<file path="config.mk">
export PLATFORM = sky130hd
export DESIGN_NAME = icache
export DESIGN_NICKNAME = d
export VERILOG_FILES = /design/src/rtl/icache.sv
export SDC_FILE = /design/constraint.sdc
export NUM_CORES = 1
export LEC_CHECK = 0
export BUFFER_PORTS_ARGS = -buffer_cell sky130_fd_sc_hd__buf_2
export CAP_MARGIN = 5
export CORE_MARGIN = 5
export CORE_UTILIZATION = 51
export CTS_CLUSTER_SIZE = 24
export DETAILED_ROUTE_END_ITERATION = 8
export PLACE_DENSITY = 0.71
export SYNTH_ARGS = -nofsm -noshare
export SYNTH_HDL_FRONTEND = slang
export SYNTH_SLANG_ARGS = --single-unit
</file>
<file path="constraint.sdc">
create_clock -name CLK -period 4.3 [get_ports CLK]
set_clock_uncertainty 0.05 [all_clocks]
set_input_delay 0.86 -clock CLK [delete_from_list [all_inputs] [get_ports CLK]]
set_output_delay 0.86 -clock CLK [all_outputs]
set_load 0.02 [all_outputs]
</file>
<file path="src/rtl/icache.sv">
// icache: direct-mapped, one-word-per-frame instruction cache.
//
// Hits are answered combinationally from the frame arrays. A miss latches
// the word address and runs a single-word fill over the iREN/iwait handshake.
// The instruction is then served from the new frame on the following cycle.
//
// Ports
//   CLK, RST     clock; synchronous active-high reset
//   imemREN      datapath instruction read request
//   imemaddr     datapath byte address (bits [1:0] ignored)
//   ihit         imemload is valid this cycle
//   imemload     instruction word (0 when not hitting)
//   flush        invalidate every frame at the next edge
//   iREN         memory read request (FETCH only)
//   iaddr        memory word address (always the latched fetch address)
//   iwait        memory busy; iload is valid when iREN && !iwait
//   iload        memory read data
//   hit_count    number of cycles with ihit=1 (wraps)
//   miss_count   number of completed fills (wraps)
//
// Handshake: a fill request is held (iREN=1, iaddr stable) from the first
// FETCH cycle until a rising edge that sees iwait=0. At that edge iload is
// captured and the request drops. A reset abandons the request.
module icache #(
    parameter int SETS = 16
) (
    input  logic        CLK,
    input  logic        RST,
    input  logic        imemREN,
    input  logic [31:0] imemaddr,
    output logic        ihit,
    output logic [31:0] imemload,
    input  logic        flush,
    output logic        iREN,
    output logic [31:0] iaddr,
    input  logic        iwait,
    input  logic [31:0] iload,
    output logic [31:0] hit_count,
    output logic [31:0] miss_count
);

    localparam int IDX_W = $clog2(SETS);
    localparam int TAG_W = 30 - IDX_W;

    typedef enum logic {IDLE, FETCH} state_t;

    state_t state, next_state;

    logic [SETS-1:0]  valid;
    logic [TAG_W-1:0] tag_mem  [SETS];
    logic [31:0]      data_mem [SETS];
    logic [31:0]      fetch_addr;

    logic [IDX_W-1:0] idx;
    logic [TAG_W-1:0] tag;
    logic [IDX_W-1:0] fill_idx;
    logic [TAG_W-1:0] fill_tag;
    logic             hit_cond;
    logic             start_fill;
    logic             fill_done;

    // Byte-offset bits carry no information for a word-wide cache.
    logic unused_offset;
    assign unused_offset = ^imemaddr[1:0];

    assign idx      = imemaddr[2 +: IDX_W];
    assign tag      = imemaddr[31 -: TAG_W];
    assign fill_idx = fetch_addr[2 +: IDX_W];
    assign fill_tag = fetch_addr[31 -: TAG_W];

    // A flush cycle never hits: the invalidation takes precedence.
    assign hit_cond = imemREN && valid[idx] && (tag_mem[idx] == tag) && !flush;

    assign iaddr = fetch_addr;

    always_comb begin
        next_state = state;
        ihit       = 1'b0;
        imemload   = 32'd0;
        iREN       = 1'b0;
        start_fill = 1'b0;
        fill_done  = 1'b0;
        case (state)
            IDLE: begin
                if (hit_cond) begin
                    ihit     = 1'b1;
                    imemload = data_mem[idx];
                end else if (imemREN && !flush) begin
                    start_fill = 1'b1;
                    next_state = FETCH;
                end
            end
            FETCH: begin
                iREN = 1'b1;
                if (!iwait) begin
                    fill_done  = 1'b1;
                    next_state = IDLE;
                end
            end
            default: next_state = IDLE;
        endcase
    end

    always_ff @(posedge CLK) begin
        if (RST) begin
            state      <= IDLE;
            valid      <= '0;
            fetch_addr <= 32'd0;
            hit_count  <= 32'd0;
            miss_count <= 32'd0;
        end else begin
            state <= next_state;
            if (start_fill)
                fetch_addr <= {imemaddr[31:2], 2'b00};
            if (fill_done) begin
                valid[fill_idx] <= !flush;
                miss_count      <= miss_count + 32'd1;
            end
            // Placed after the fill so a same-cycle flush also clears the new frame.
            if (flush)
                valid <= '0;
            if (ihit)
                hit_count <= hit_count + 32'd1;
        end
    end

    // Tag and data arrays carry no reset; valid bits gate their use.
    always_ff @(posedge CLK) begin
        if (!RST && fill_done) begin
            tag_mem[fill_idx]  <= fill_tag;
            data_mem[fill_idx] <= iload;
        end
    end

endmodule

</file>
---- Word-level counts from Yosys, hierarchy flattened ----
Memory sizes are Yosys's and may differ from the RTL's.
Index checks and enable logic that the tools add are counted.
storage, ports and cells
  register bits after elaboration ......... 111
  bits in latches ......................... 0
  memory bits (writable) .................. 928
  memory bits (read-only) ................. 0
  memories kept ........................... 2
memory list
  memory    depth  width  read ports  clocked after Yosys merged registers in  write ports  line  text
  data_mem  16     32     1           0                                        1            51    logic [31:0] data_mem [SETS];
  tag_mem   16     26     1           0                                        1            50    logic [TAG_W-1:0] tag_mem [SETS];
operators by class
  $add $sub $neg .......................... 2
  multipliers ............................. 0
  divide/modulo/power cells ............... 0
  order comparisons ....................... 3
  equality and inequality tests ........... 1
  shift operators ......................... 0
  multiplexer cells ....................... 19
  bitwise operators ....................... 1
  reductions and logical operators ........ 9
operators by type and width
  operator                                                                              number
  32-bit by 1-bit adder with 32-bit output (second input constant)                      2
  32-bit 2-to-1 mux                                                                     2
  26-bit equality test                                                                  1
  16-bit bitwise mux                                                                    1
  1-bit 2-to-1 mux                                                                      13
  4-bit by 5-bit less-than comparator with 1-bit output (second input constant)         2
  1-bit logical AND                                                                     6
  1-bit binary-select mux with 4-bit select                                             1
  1-bit demux with 4-bit select                                                         1
  4-bit by 1-bit greater-or-equal comparator with 1-bit output (second input constant)  1
  1-bit logical NOT                                                                     2
  1-bit case mux with 2 select lines                                                    1
  2-bit OR reduction                                                                    1
  1-bit NOT                                                                             1

---- Depth between registers and ports, before layout ----
Gate-level depths: netlist of run 1.
  word-level depth ........................ 7
  mapped depth ............................ 15

---- Worst setup path after synthesis of run 1 ----
No wires, ideal clock.
  kind .................................... input -> register
  start point ............................. in iwait
  end point ............................... mem data_mem[4][0], enable pin
  setup time .............................. 0.474 ns
  arrival ................................. 4.154 ns
  setup slack ............................. -0.378 ns
  cell stages on the path ................. 5
  path buffers ............................ 1
  cell sequence ........................... nor2b_1 clkbuf_1 nand2_1 or2_2 nor2_1
between the ends
  longest elaborated chain between the ends .. 5
ends and longest elaborated chain
  what                                    line  text
  from (decl)                             36    input logic iwait,
  1-bit 2-to-1 mux                        95    if (!iwait) begin
  1-bit 2-to-1 mux                        83    case (state)
  1-bit logical AND                       129   if (!RST && fill_done) begin
  1-bit 2-to-1 mux                        129
  1-bit 2-to-1 mux (not written as such)  131   data_mem[fill_idx] <= iload;
  to (decl)                               51
No other way between the ends.

---- Final worst setup path of run 1 ----
  start point ............................. in imemaddr[4]
  end point ............................... out imemload[21]
between the ends
  longest elaborated chain between the ends .. 7
ends and longest elaborated chain
  what                                                             line  text
  from (decl)                                                      30    input logic [31:0] imemaddr,
  branches (longest 5 deep; another with memory read 16 x 26 bit)  n/a
  32-bit 2-to-1 mux (*)                                            85    if (hit_cond) begin
  32-bit 2-to-1 mux (*)                                            83
  to (decl)                                                        32    output logic [31:0] imemload,
Mark *: on every way between the ends. The select of a mux whose other input is x is not followed.

==> reports/qor.yml, run 1 <==
floorplan:
  rows: 103
  start_util_pct: 51.6
  die_w_um: 293
  io_pins: 199
  core_area_sq_um: 79300
  die_h_um: 293
  dieArea_sq_um: 85900
yosys:
  yosysUniqueCellTypes: 57
  synthTopCellsByCount: "928 x edfxtp_1, 251 x mux4_2, 111 x dfxtp_1"
  synth_edf_count: 928
  synth_top_area_share_pct: 68.1
  synthFlopType: "edfxtp_1"
  ys_seq_elements: 1039
  ys_warn_count: 0
  synth.most_common_cell: "edfxtp_1"
  synth-adder-area-share_pct: 0.0612
  syn_area_per_cell_sq_um: 19.8
  synthSimpleGateAreaFrac_pct: 5.19
  synthXorXnorAreaFrac_pct: 1.43
  synth-seq-area-share_pct: 73.6
  ys_top_cells_by_area: "edfxtp_1 68%, mux4_2 14%, dfxtp_1 5.4%, mux2i_1 2.0%, nand2b_1 1.0%"
  syn_inst: 2064
  async_flop_share_pct: 0
  synth_compound_area_share_pct: 1.27
  muxShareOfSynthArea_pct: 17.0
  syn_area_sq_um: 40900
  synth_top_family_by_area: "multiplexers"
  synth_top_cell_by_area: "edfxtp_1"
cts:
  cts-htree-levels: 3
  root_buffer: "clkbuf_16"
  cts_buffer_depth: 3
  cts_sinks: 1039
  clock_latency_ns: 0.67
  tritoncts: "done"
  cts_made_buffers: 103
  clk_pin_slew_ns: 0.06
setup_path:
  crit_buf_inv: 7
  worstReg2RegEnd: "hit_count[27]"
  critical_path.endpoint_type: "primary output"
  rr_worst_depth: 9
  path_max_fanout: 8
  rrSetupSlack_ns: 0.93
  crit_family: "multiplexers"
  critPathArrivalTime_ns: 3.87
  critPathMaxStageDelay_ns: 0.52
  crit_top_cell: "buf_12"
  worst_ep_required_time_ns: 3.39
  crit_type: "input pin to primary output"
  cp_slowest_cell: "mux4_2"
  r2r-start: "hit_count[3]"
  worstPathCellList: "buf_16 > buf_12 > buf_12 > buf_12 > mux4_2 > mux4_2 > xnor2_2 > and4_1 > nand4b_1 > or2_4 > buf_12 > buf_12 > nor2b_4 > buf_6"
  crit_path_start_kind: "input pin"
timing:
  rsz0062_at_grt: "yes"
  drv_slew: 0
  period_needed_ns: 4.78
  fin_crit_sh_pct: 111
  whs_ns: 0.420
  hold_viol: 0
  finalSetupViolations: 33
  setup_ws_ns: -0.485
  fmax_mhz: 209
  tightest_slew_ns: 0.900
  slew_headroom_pct: 40.0
drt:
  drc: 0
  first_pass_iters: 5
  ant_nets: 0
  routed_via_density: 6.06
  num_vias: 21500
  wl_mm: 96.4
  wl_per_cell_um: 27.2
  drt_iter0_markers: 2174
status:
  status: "complete, but fails checks"
  violations: "setup timing"
hold_path:
  min-delay-start: "valid[8]"
  hold-path-cell-count: 2
  worstHoldEndpoint: "valid[8]"
  hold_path.class: "register to register"
power:
  peakVddDrop_uv: 356
  power_density_nw_per_um2: 425
  total_leakage_power_nw: 15.8
global_routing:
  grt.overflow.total: 0
  grt_first_pass_wirelength_mm: 143
  grt_pass1_vias: 21900
  grt_max_degree: 89
  antenna_found_initial: 8
  track_usage_pct: 22.3
flow_run:
  drv_cap: 0
final_layout:
  finalNetCount: 2477
  final_core_utilization_pct: 60.9
  drive_gt1_share_pct: 33.7
  final_cell_area_sq_um: 48300
  syn_to_final_growth_pct: 18.0
placement:
  gp_congestion: 0.797
  preCtsSetupSlack_ns: -0.687
  portBuffers: 194
  place_hpwl_mm: 52.6
  dpl_cell_area_sq_um: 44400
-- sequential cells by signal, summed over array words and instances (netlist names) --
register and cells:
miss_count 32, state 1, iaddr 30, data_mem 512
valid 16, hit_count 32, tag_mem 416
-- area by class of cell --
class / instances / area, sq um
inverters: 7 / 28.8
diodes: 2 / 5.00
clock inverters: 40 / 290
clock buffers: 147 / 2840
well taps: 1050 / 1310
fillers: 5473 / 31000
flip-flops and latches: 1039 / 30100
repair buffers: 344 / 2940
multi-input cells: 911 / 10800
-- power by group --
part           total, W  switching (W)  leakage [nW]  internal, W
Sequential       0.0111      0.0000703          8.98       0.0110
Combinational   0.00105       0.000538          5.27     0.000507
Clock           0.00838        0.00367          1.51      0.00470
Total            0.0205        0.00428          15.8       0.0162
-- cells by family (layout without fill, tap and decap cells) --
kind of cell | count (synthesis) | after routing
flops | 1039 | 1039
xor+xnor | 65 | 65
buf+inv | 115 | 538
mux | 372 | 372
other cells | 1 | 4
simple gates | 391 | 391
fa+ha+maj | 2 | 2
compound gates | 79 | 79
-- placed cells by master, fill, tap and decap left out, types with 6 or more instances in the layout --
cell type | synthesis | final
xor2_1 | 30 | 30
mux4_2 | 251 | 254
clkbuf_16 | 0 | 107
a21oi_1 | 27 | 26
dfxtp_1 | 111 | 111
clkbuf_1 | 48 | 37
nor2_1 | 98 | 81
or4_1 | 12 | 12
o31ai_1 | 10 | 10
and3_1 | 11 | 11
mux2_1 | 13 | 13
buf_16 | 0 | 6
buf_4 | 10 | 103
edfxtp_1 | 928 | 928
nand2b_1 | 68 | 67
nor2_4 | 0 | 16
nor2b_4 | 0 | 31
and4_1 | 9 | 9
nand3_1 | 28 | 28
nor2b_1 | 58 | 27
buf_2 | 39 | 166
nor4_1 | 10 | 9
mux2i_2 | 0 | 6
nand4_1 | 22 | 22
clkinv_1 | 0 | 19
xnor2_1 | 33 | 30
buf_12 | 1 | 36
clkinv_2 | 0 | 10
mux2_2 | 21 | 19
nand2_1 | 32 | 31
mux2i_1 | 83 | 77
nor3_1 | 23 | 22
buf_6 | 6 | 27
a31oi_1 | 7 | 6
-- tightest hold or removal path, stage by stage, from the launching register on --
cell and delay, ns:
dfxtp_1 0.33, a21oi_1 0.04, nor2_1 0.07
-- through the flow --
stage / cells / setup TNS, ns / power (W)
after floorplan: 2065 / -87.69 / 0.0119
after global routing: 3538 / -16.84 / 0.0212
after detailed placement: 3329 / -21.41 / 0.0123
final: 3540 / -13.56 / 0.0205
after CTS: 3528 / -14.38 / 0.0206
after global placement: 3329 / -20.17 / 0.0122
-- how the worst max path moves through the flow --
stage                      startpoint              to  slack [ns]  cells after the start
after floorplan                 iwait  data_mem[4][0]       -0.38                      5
after global placement    imemaddr[2]     imemload[1]       -0.67                     12
after detailed placement  imemaddr[2]     imemload[0]       -0.69                     12
after CTS                 imemaddr[4]    imemload[21]       -0.52                     14
after global routing      imemaddr[4]    imemload[21]       -0.59                     15
final                     imemaddr[4]    imemload[21]       -0.48                     14
-- per-layer routing --
metal	part of all wire, %	up-vias	GRT usage [%]
li1	-	9073	-
met4	2.5	8	6.04
met1	40	11300	31.2
met3	7.2	171	4.43
met5	0.057	-	0
met2	50	907	36.5
-- repair_timing --
action | in CTS | in global routing
gates cloned | 4 | 2
resized for setup | 72 | 35
endpoints found under the setup margin | 33 | 33
pin swaps | 6 | 22
hold buffers | 0 | 0
buffers inserted | 8 | 9
Note: power is estimated with default switching activity, not from simulation.
==> run 2, diff against run 1 <==
--- a/config.mk
+++ b/config.mk
@@ -11,7 +11,7 @@
 export CORE_UTILIZATION = 51
 export CTS_CLUSTER_SIZE = 24
 export DETAILED_ROUTE_END_ITERATION = 8
-export PLACE_DENSITY = 0.71
+export PLACE_DENSITY = 0.68
 export SYNTH_ARGS = -nofsm -noshare
 export SYNTH_HDL_FRONTEND = slang
 export SYNTH_SLANG_ARGS = --single-unit
==> constraint.sdc (replaced) <==
create_clock -name CLK -period 5.85 [get_ports CLK]
set_clock_uncertainty 0.05 [all_clocks]
set_input_delay 1.17 -clock CLK [delete_from_list [all_inputs] [get_ports CLK]]
set_output_delay 1.17 -clock CLK [all_outputs]
set_load 0.01 [all_outputs]
==> run 2 against run 1 <==
  * The flow now finishes without violations
  * Hold slack lost 0.0012 ns
  * Sequential share of layout area grew 1.5 points
  * Die area is the same
  * Sequential power down 27%
  * Setup slack better by 0.72 ns
  * Via count shrank 3.6%
  * First-iteration DRC count down 17%
  * Combinational power down 38%
  * Critical path depth shrank 3
  * Routed wire length is 3.5% lower
  * Cell area fell by 2.4%
  * Non-clock buffer count fell by 79
  * Critical path type unchanged
  * Largest cell class unchanged
==> reports/qor.yml, run 2 (synthesis gave the netlist of run 1 again) <==
timing:
  rsz0062_at_grt: "no"  # was yes
  hold_viol: 0  # unchanged
  fin_tns_setup_ns: 0  # was -13.56 ns
  tightest_slew_ns: 1.02  # was 0.900 ns
  fin_crit_sh_pct: 96.0
  period_needed_ns: 5.62
  slew_headroom_pct: 31.9  # was 40.0%
  finalSetupViolations: 0  # was 33
  drv_slew: 0  # unchanged
  whs_ns: 0.419  # was 0.420 ns
  fmax_mhz: 178
power:
  total_leakage_power_nw: 15.2  # was 15.8 nW
  peakVddDrop_uv: 253  # was 356 uV
  total_power_w: 0.0155  # was 0.0205 W
  power_density_nw_per_um2: 330  # was 425 nW/um^2
final_layout:
  finalNetCount: 2399  # was 2477
  top_regs: "data_mem x512, tag_mem x416"  # unchanged
  final_cell_area_sq_um: 47100  # was 48300 sq um
  syn_to_final_growth_pct: 15.2  # was 18.0%
  fillers: 5699  # was 5473
  layout_common_cells: "928 x edfxtp_1, 251 x mux4_2, 189 x buf_2, 111 x dfxtp_1, 107 x clkbuf_16"  # was 928 x edfxtp_1, 254 x mux4_2, 166 x buf_2, 111 x dfxtp_1, 107 x clkbuf_16
  drive_gt1_share_pct: 30.1  # was 33.7%
  final_core_utilization_pct: 59.4  # was 60.9%
  largest_reg_flops: 512  # unchanged
  layout_commonest_cell: "edfxtp_1"  # unchanged
  regMostFlops: "data_mem"  # unchanged
cts:
  tritoncts: "done"  # unchanged
  cts-htree-levels: 3  # unchanged
  cts_sinks: 1039  # unchanged
  cts_hold_buffers: 0  # unchanged
  cts_buffer_depth: 3  # unchanged
  clk_pin_slew_ns: 0.06  # about the same
  cts_made_buffers: 104  # was 103
  root_buffer: "clkbuf_16"  # unchanged
  clock_latency_ns: 0.66  # was 0.67 ns
  post_cts_buffers: 0  # was 8
floorplan:
  io_pins: 199  # unchanged
  die_h_um: 293  # unchanged
  core_area_sq_um: 79300  # unchanged
  die_w_um: 293  # unchanged
  dieArea_sq_um: 85900  # unchanged
  rows: 103  # unchanged
  start_util_pct: 51.6  # unchanged
global_routing:
  grt_max_degree: 98  # was 89
  antenna_found_initial: 10  # was 8
  grt.overflow.total: 0  # unchanged
  grt_first_pass_wirelength_mm: 138  # was 143 mm
  grt_pass1_vias: 21600  # was 21900
  track_usage_pct: 21.4  # was 22.3%
setup_path:
  critical_path.endpoint_type: "primary output"  # unchanged
  crit_type: "input pin to primary output"  # unchanged
  critPathArrivalTime_ns: 4.40  # was 3.87 ns
  path_max_fanout: 26  # was 8
  crit_path_start_kind: "input pin"  # unchanged
  cp-startpoint: "imemaddr[3]"  # was imemaddr[4]
  r2r-start: "tag_mem[5][15]"  # was hit_count[3]
  worst_ep_required_time_ns: 4.63  # was 3.39 ns
drt:
  wl_per_cell_um: 26.8  # was 27.2 um
  ant_nets: 0  # unchanged
  routed_via_density: 5.96  # was 6.06
  first_pass_iters: 5  # unchanged
  wl_mm: 93.0  # was 96.4 mm
  drt_iter0_markers: 1814  # was 2174
  num_vias: 20700  # was 21500
  drc: 0  # unchanged
flow_run:
  drv_cap: 0  # unchanged
placement:
  gp_congestion: 0.776  # was 0.797
  place_hpwl_mm: 51.6  # was 52.6 mm
  dpl_cell_area_sq_um: 43500  # was 44400 sq um
  portBuffers: 194  # unchanged
hold_path:
  min-delay-start: "valid[13]"  # was valid[8]
  hold_path.class: "register to register"  # unchanged
status:
  status: "finished clean"  # was complete, but fails checks
run 2: layout make-up:
type	instances	area, sq um	share of cell area (%)
sequential	1039	30100	63.9
antenna	5	12.5	0.0266
tap	1050	1310	2.79
multi-input combinational	911	10400	22.0
timing repair buffer	265	1790	3.80
clock buffer	135	2820	5.99
inverter	7	26.3	0.0558
clock inverter	62	681	1.45
run 2: per-stage QoR:
step	worst slack [ns]	std cells
3_5_place_dp	0.0545	3271
2_1_floorplan	0.614	2065
4_1_cts	0.0338	3468
5_1_grt	0.00436	3471
6_report	0.235	3474
3_3_place_gp	0.135	3271
run 2: final timing paths:
check,end,slack [ns],depth (start not counted)
worst max-delay path,imemload[20],0.23,11
worst min-delay path,valid[13],0.42,2
worst max register to register,iaddr[5],1.80,11
worst min register to register,valid[13],0.42,2
run 2: critical path, stage by stage:
cell and delay (ns):
buf_8 0.25, mux4_2 0.56, mux4_2 0.50, xnor2_1 0.31, nand2_1 0.13, a2111oi_2 0.32, nand4b_1 0.17, or2_2 0.40
buf_4 0.21, nor2b_1 0.17, buf_2 0.16
run 2: layer usage:
metal	part of all wire [%]	up-vias	track usage, %
met4	2.4	8	5.23
met1	41	10900	29.7
met5	0.052	-	0
met3	6.3	151	3.85
met2	50	734	36.1
li1	-	8920	-
run 2: report_power, final:
part           switching (W)  internal (W)  leakage [nW]
sequential         0.0000510       0.00809          8.98
clock                0.00274       0.00398          1.72
combinational       0.000354      0.000298          4.54
run 2: what timing repair did:
item,4_1_cts,5_1_grt
gates resized for setup,0,8
endpoints found under the setup margin,0,15
endpoints found under the hold margin,0,0
==> run 3, diff against run 2 <==
--- a/config.mk
+++ b/config.mk
@@ -6,12 +6,11 @@
 export NUM_CORES = 1
 export LEC_CHECK = 0
 export BUFFER_PORTS_ARGS = -buffer_cell sky130_fd_sc_hd__buf_2
-export CAP_MARGIN = 5
+export CAP_MARGIN = 20
 export CORE_MARGIN = 5
-export CORE_UTILIZATION = 51
+export CORE_UTILIZATION = 25
 export CTS_CLUSTER_SIZE = 24
 export DETAILED_ROUTE_END_ITERATION = 8
-export PLACE_DENSITY = 0.68
 export SYNTH_ARGS = -nofsm -noshare
 export SYNTH_HDL_FRONTEND = slang
 export SYNTH_SLANG_ARGS = --single-unit
==> run 3 against run 2 <==
  * Clock power down 3.9%
  * Fmax down 1.3%
  * Sequential share of layout area down 1.9 points
  * Non-clock buffer count up 14
  * Critical path depth up 2
  * Die area up 100%
  * Largest cell class unchanged
  * Highest routed layer unchanged
==> reports/qor.yml, run 3 (synthesis gave the netlist of run 1 again) <==
power:
  pwr-share-clk_pct: 42.3  # was 43.3%
  internal_power_w: 0.0120  # was 0.0124 W
  peakVddDrop_uv: 306  # was 253 uV
  total_power_w: 0.0153  # was 0.0155 W
  power_density_nw_per_um2: 315  # was 330 nW/um^2
  total_leakage_power_nw: 15.2  # about the same
  power.switching_w: 0.00331  # was 0.00315 W
  p_comb_share_pct: 4.4  # was 4.2%
  p_sw_share_pct: 21.6  # was 20.3%
  seqPwrFrac_pct: 53.3  # was 52.5%
drt:
  routed_via_density: 4.48  # was 5.96
  num_vias: 20700  # about the same
  drt_iter0_markers: 1794  # was 1814
  wl_mm: 103  # was 93.0 mm
  drc: 0  # unchanged
  ant_nets: 0  # unchanged
  first_pass_iters: 7  # was 5
  wl_per_cell_um: 22.3  # was 26.8 um
setup_path:
  critPathArrivalTime_ns: 4.47  # was 4.40 ns
  worst_ep_required_time_ns: 4.63  # about the same
  crit_path_start_kind: "input pin"  # unchanged
  crit_type: "input pin to primary output"  # unchanged
  critical_path.endpoint_type: "primary output"  # unchanged
  path_max_fanout: 33  # was 26
final_layout:
  fillers: 15800  # was 5699
  layout_commonest_cell: "edfxtp_1"  # unchanged
  drive_gt1_share_pct: 29.9  # was 30.1%
  top_regs: "data_mem x512, tag_mem x416"  # unchanged
  syn_to_final_growth_pct: 18.7  # was 15.2%
  multi_input_area_sq_um: 10400  # about the same
  register_area_sq_um: 30100  # unchanged
  layout_common_cells: "928 x edfxtp_1, 251 x mux4_2, 189 x buf_2, 111 x dfxtp_1, 108 x clkbuf_16"  # was 928 x edfxtp_1, 251 x mux4_2, 189 x buf_2, 111 x dfxtp_1, 107 x clkbuf_16
  largest_reg_flops: 512  # unchanged
  regMostFlops: "data_mem"  # unchanged
  finalNetCount: 2414  # was 2399
timing:
  drv_slew: 0  # unchanged
  period_needed_ns: 5.69  # was 5.62 ns
  setup_ws_ns: 0.162  # was 0.235 ns
  hold_viol: 0  # unchanged
  slew_headroom_pct: 37.0  # was 31.9%
  tightest_slew_ns: 0.945  # was 1.02 ns
  finalSetupViolations: 0  # unchanged
  fin_crit_sh_pct: 97.2  # was 96.0%
  fmax_mhz: 176  # was 178 MHz
  fin_tns_setup_ns: 0  # unchanged
cts:
  cts_hold_buffers: 0  # unchanged
  root_buffer: "clkbuf_16"  # unchanged
  cts_buffer_depth: 3  # unchanged
  cts_made_buffers: 105  # was 104
  tritoncts: "done"  # unchanged
  clk_pin_slew_ns: 0.06  # about the same
  clock_latency_ns: 0.74  # was 0.66 ns
  cts_sinks: 1039  # unchanged
  cts-htree-levels: 3  # unchanged
floorplan:
  io_pins: 199  # unchanged
  start_util_pct: 25.1  # was 51.6%
  die_w_um: 414  # was 293 um
  dieArea_sq_um: 172000  # was 85900 sq um
  core_area_sq_um: 163000  # was 79300 sq um
  die_h_um: 414  # was 293 um
  rows: 148  # was 103
global_routing:
  grt.overflow.total: 0  # unchanged
  grt_max_degree: 83  # was 98
  grt_first_pass_wirelength_mm: 150  # was 138 mm
  grt_pass1_vias: 21100  # was 21600
  track_usage_pct: 11.7  # was 21.4%
  antenna_found_initial: 20  # was 10
placement:
  gp_congestion: 0.735  # was 0.776
  place_hpwl_mm: 59.7  # was 51.6 mm
  portBuffers: 194  # unchanged
  preCtsSetupSlack_ns: 0.0483  # was 0.0545 ns
flow_run:
  drv_cap: 0  # unchanged
hold_path:
  hold_path.class: "register to register"  # unchanged
status:
  status: "finished clean"  # unchanged
[run 3: final cells by class]
cell class	instances	area share, %
flip-flops and latches	1039	62.0
clock buffers	146	5.90
well taps	2175	5.61
diodes	5	0.0258
repair buffers	279	4.05
inverters	7	0.0541
clock inverters	47	0.972
multi-input cells	911	21.4
[run 3: repair_timing]
action / in CTS / in global routing
gates resized for setup: 0 / 8
buffers inserted: 0 / 0
endpoints found under the setup margin: 0 / 32
[run 3: final timing paths]
check / startpoint / slack, ns / cells past startpoint / endpoint
setup / recovery: imemaddr[4] / 0.16 / 13 / imemload[20]
hold / removal: valid[13] / 0.41 / 2 / valid[13]
setup reg to reg: tag_mem[13][19] / 2.00 / 11 / hit_count[6]
hold reg to reg: valid[13] / 0.41 / 2 / valid[13]
[run 3: worst max-delay path, stage by stage]
cell	delay [ns]
buf_8	0.29
buf_4	0.22
mux4_1	0.56
mux4_2	0.48
xnor2_1	0.15
buf_4	0.17
and3_1	0.15
and4_1	0.19
nand4b_1	0.13
or2_2	0.33
buf_12	0.17
nor2b_1	0.18
buf_2	0.15
[run 3: routing by layer]
layer | global-route usage [%] | share of wire (%) | up-vias
met2 | 19.8 | 50 | 576
met3 | 2.38 | 5.2 | 164
li1 | - | - | 8945
met5 | 0 | 0.056 | -
met4 | 3.28 | 2.8 | 8
met1 | 15.2 | 42 | 11000
[run 3: power by group through the flow]
stage          clock network (W)  registers (W)  logic (W)
6_report                 0.00647        0.00815   0.000680
3_5_place_dp                   0        0.00830   0.000691
5_1_grt                  0.00696        0.00815   0.000735
2_1_floorplan                  0        0.00829   0.000417
4_1_cts                  0.00665        0.00815   0.000693
3_3_place_gp                   0        0.00830   0.000687
[run 3: metrics by stage]
stage,cell area (sq um),cells,hold slack (ns),utilization [%]
after global placement,45100,4408,0.392,27.7
after CTS,48400,4602,0.415,29.7
after detailed placement,45100,4409,0.399,27.7
after global routing,48500,4605,0.440,29.8
final,48500,4609,0.410,29.8
after floorplan,40900,2065,0.381,-
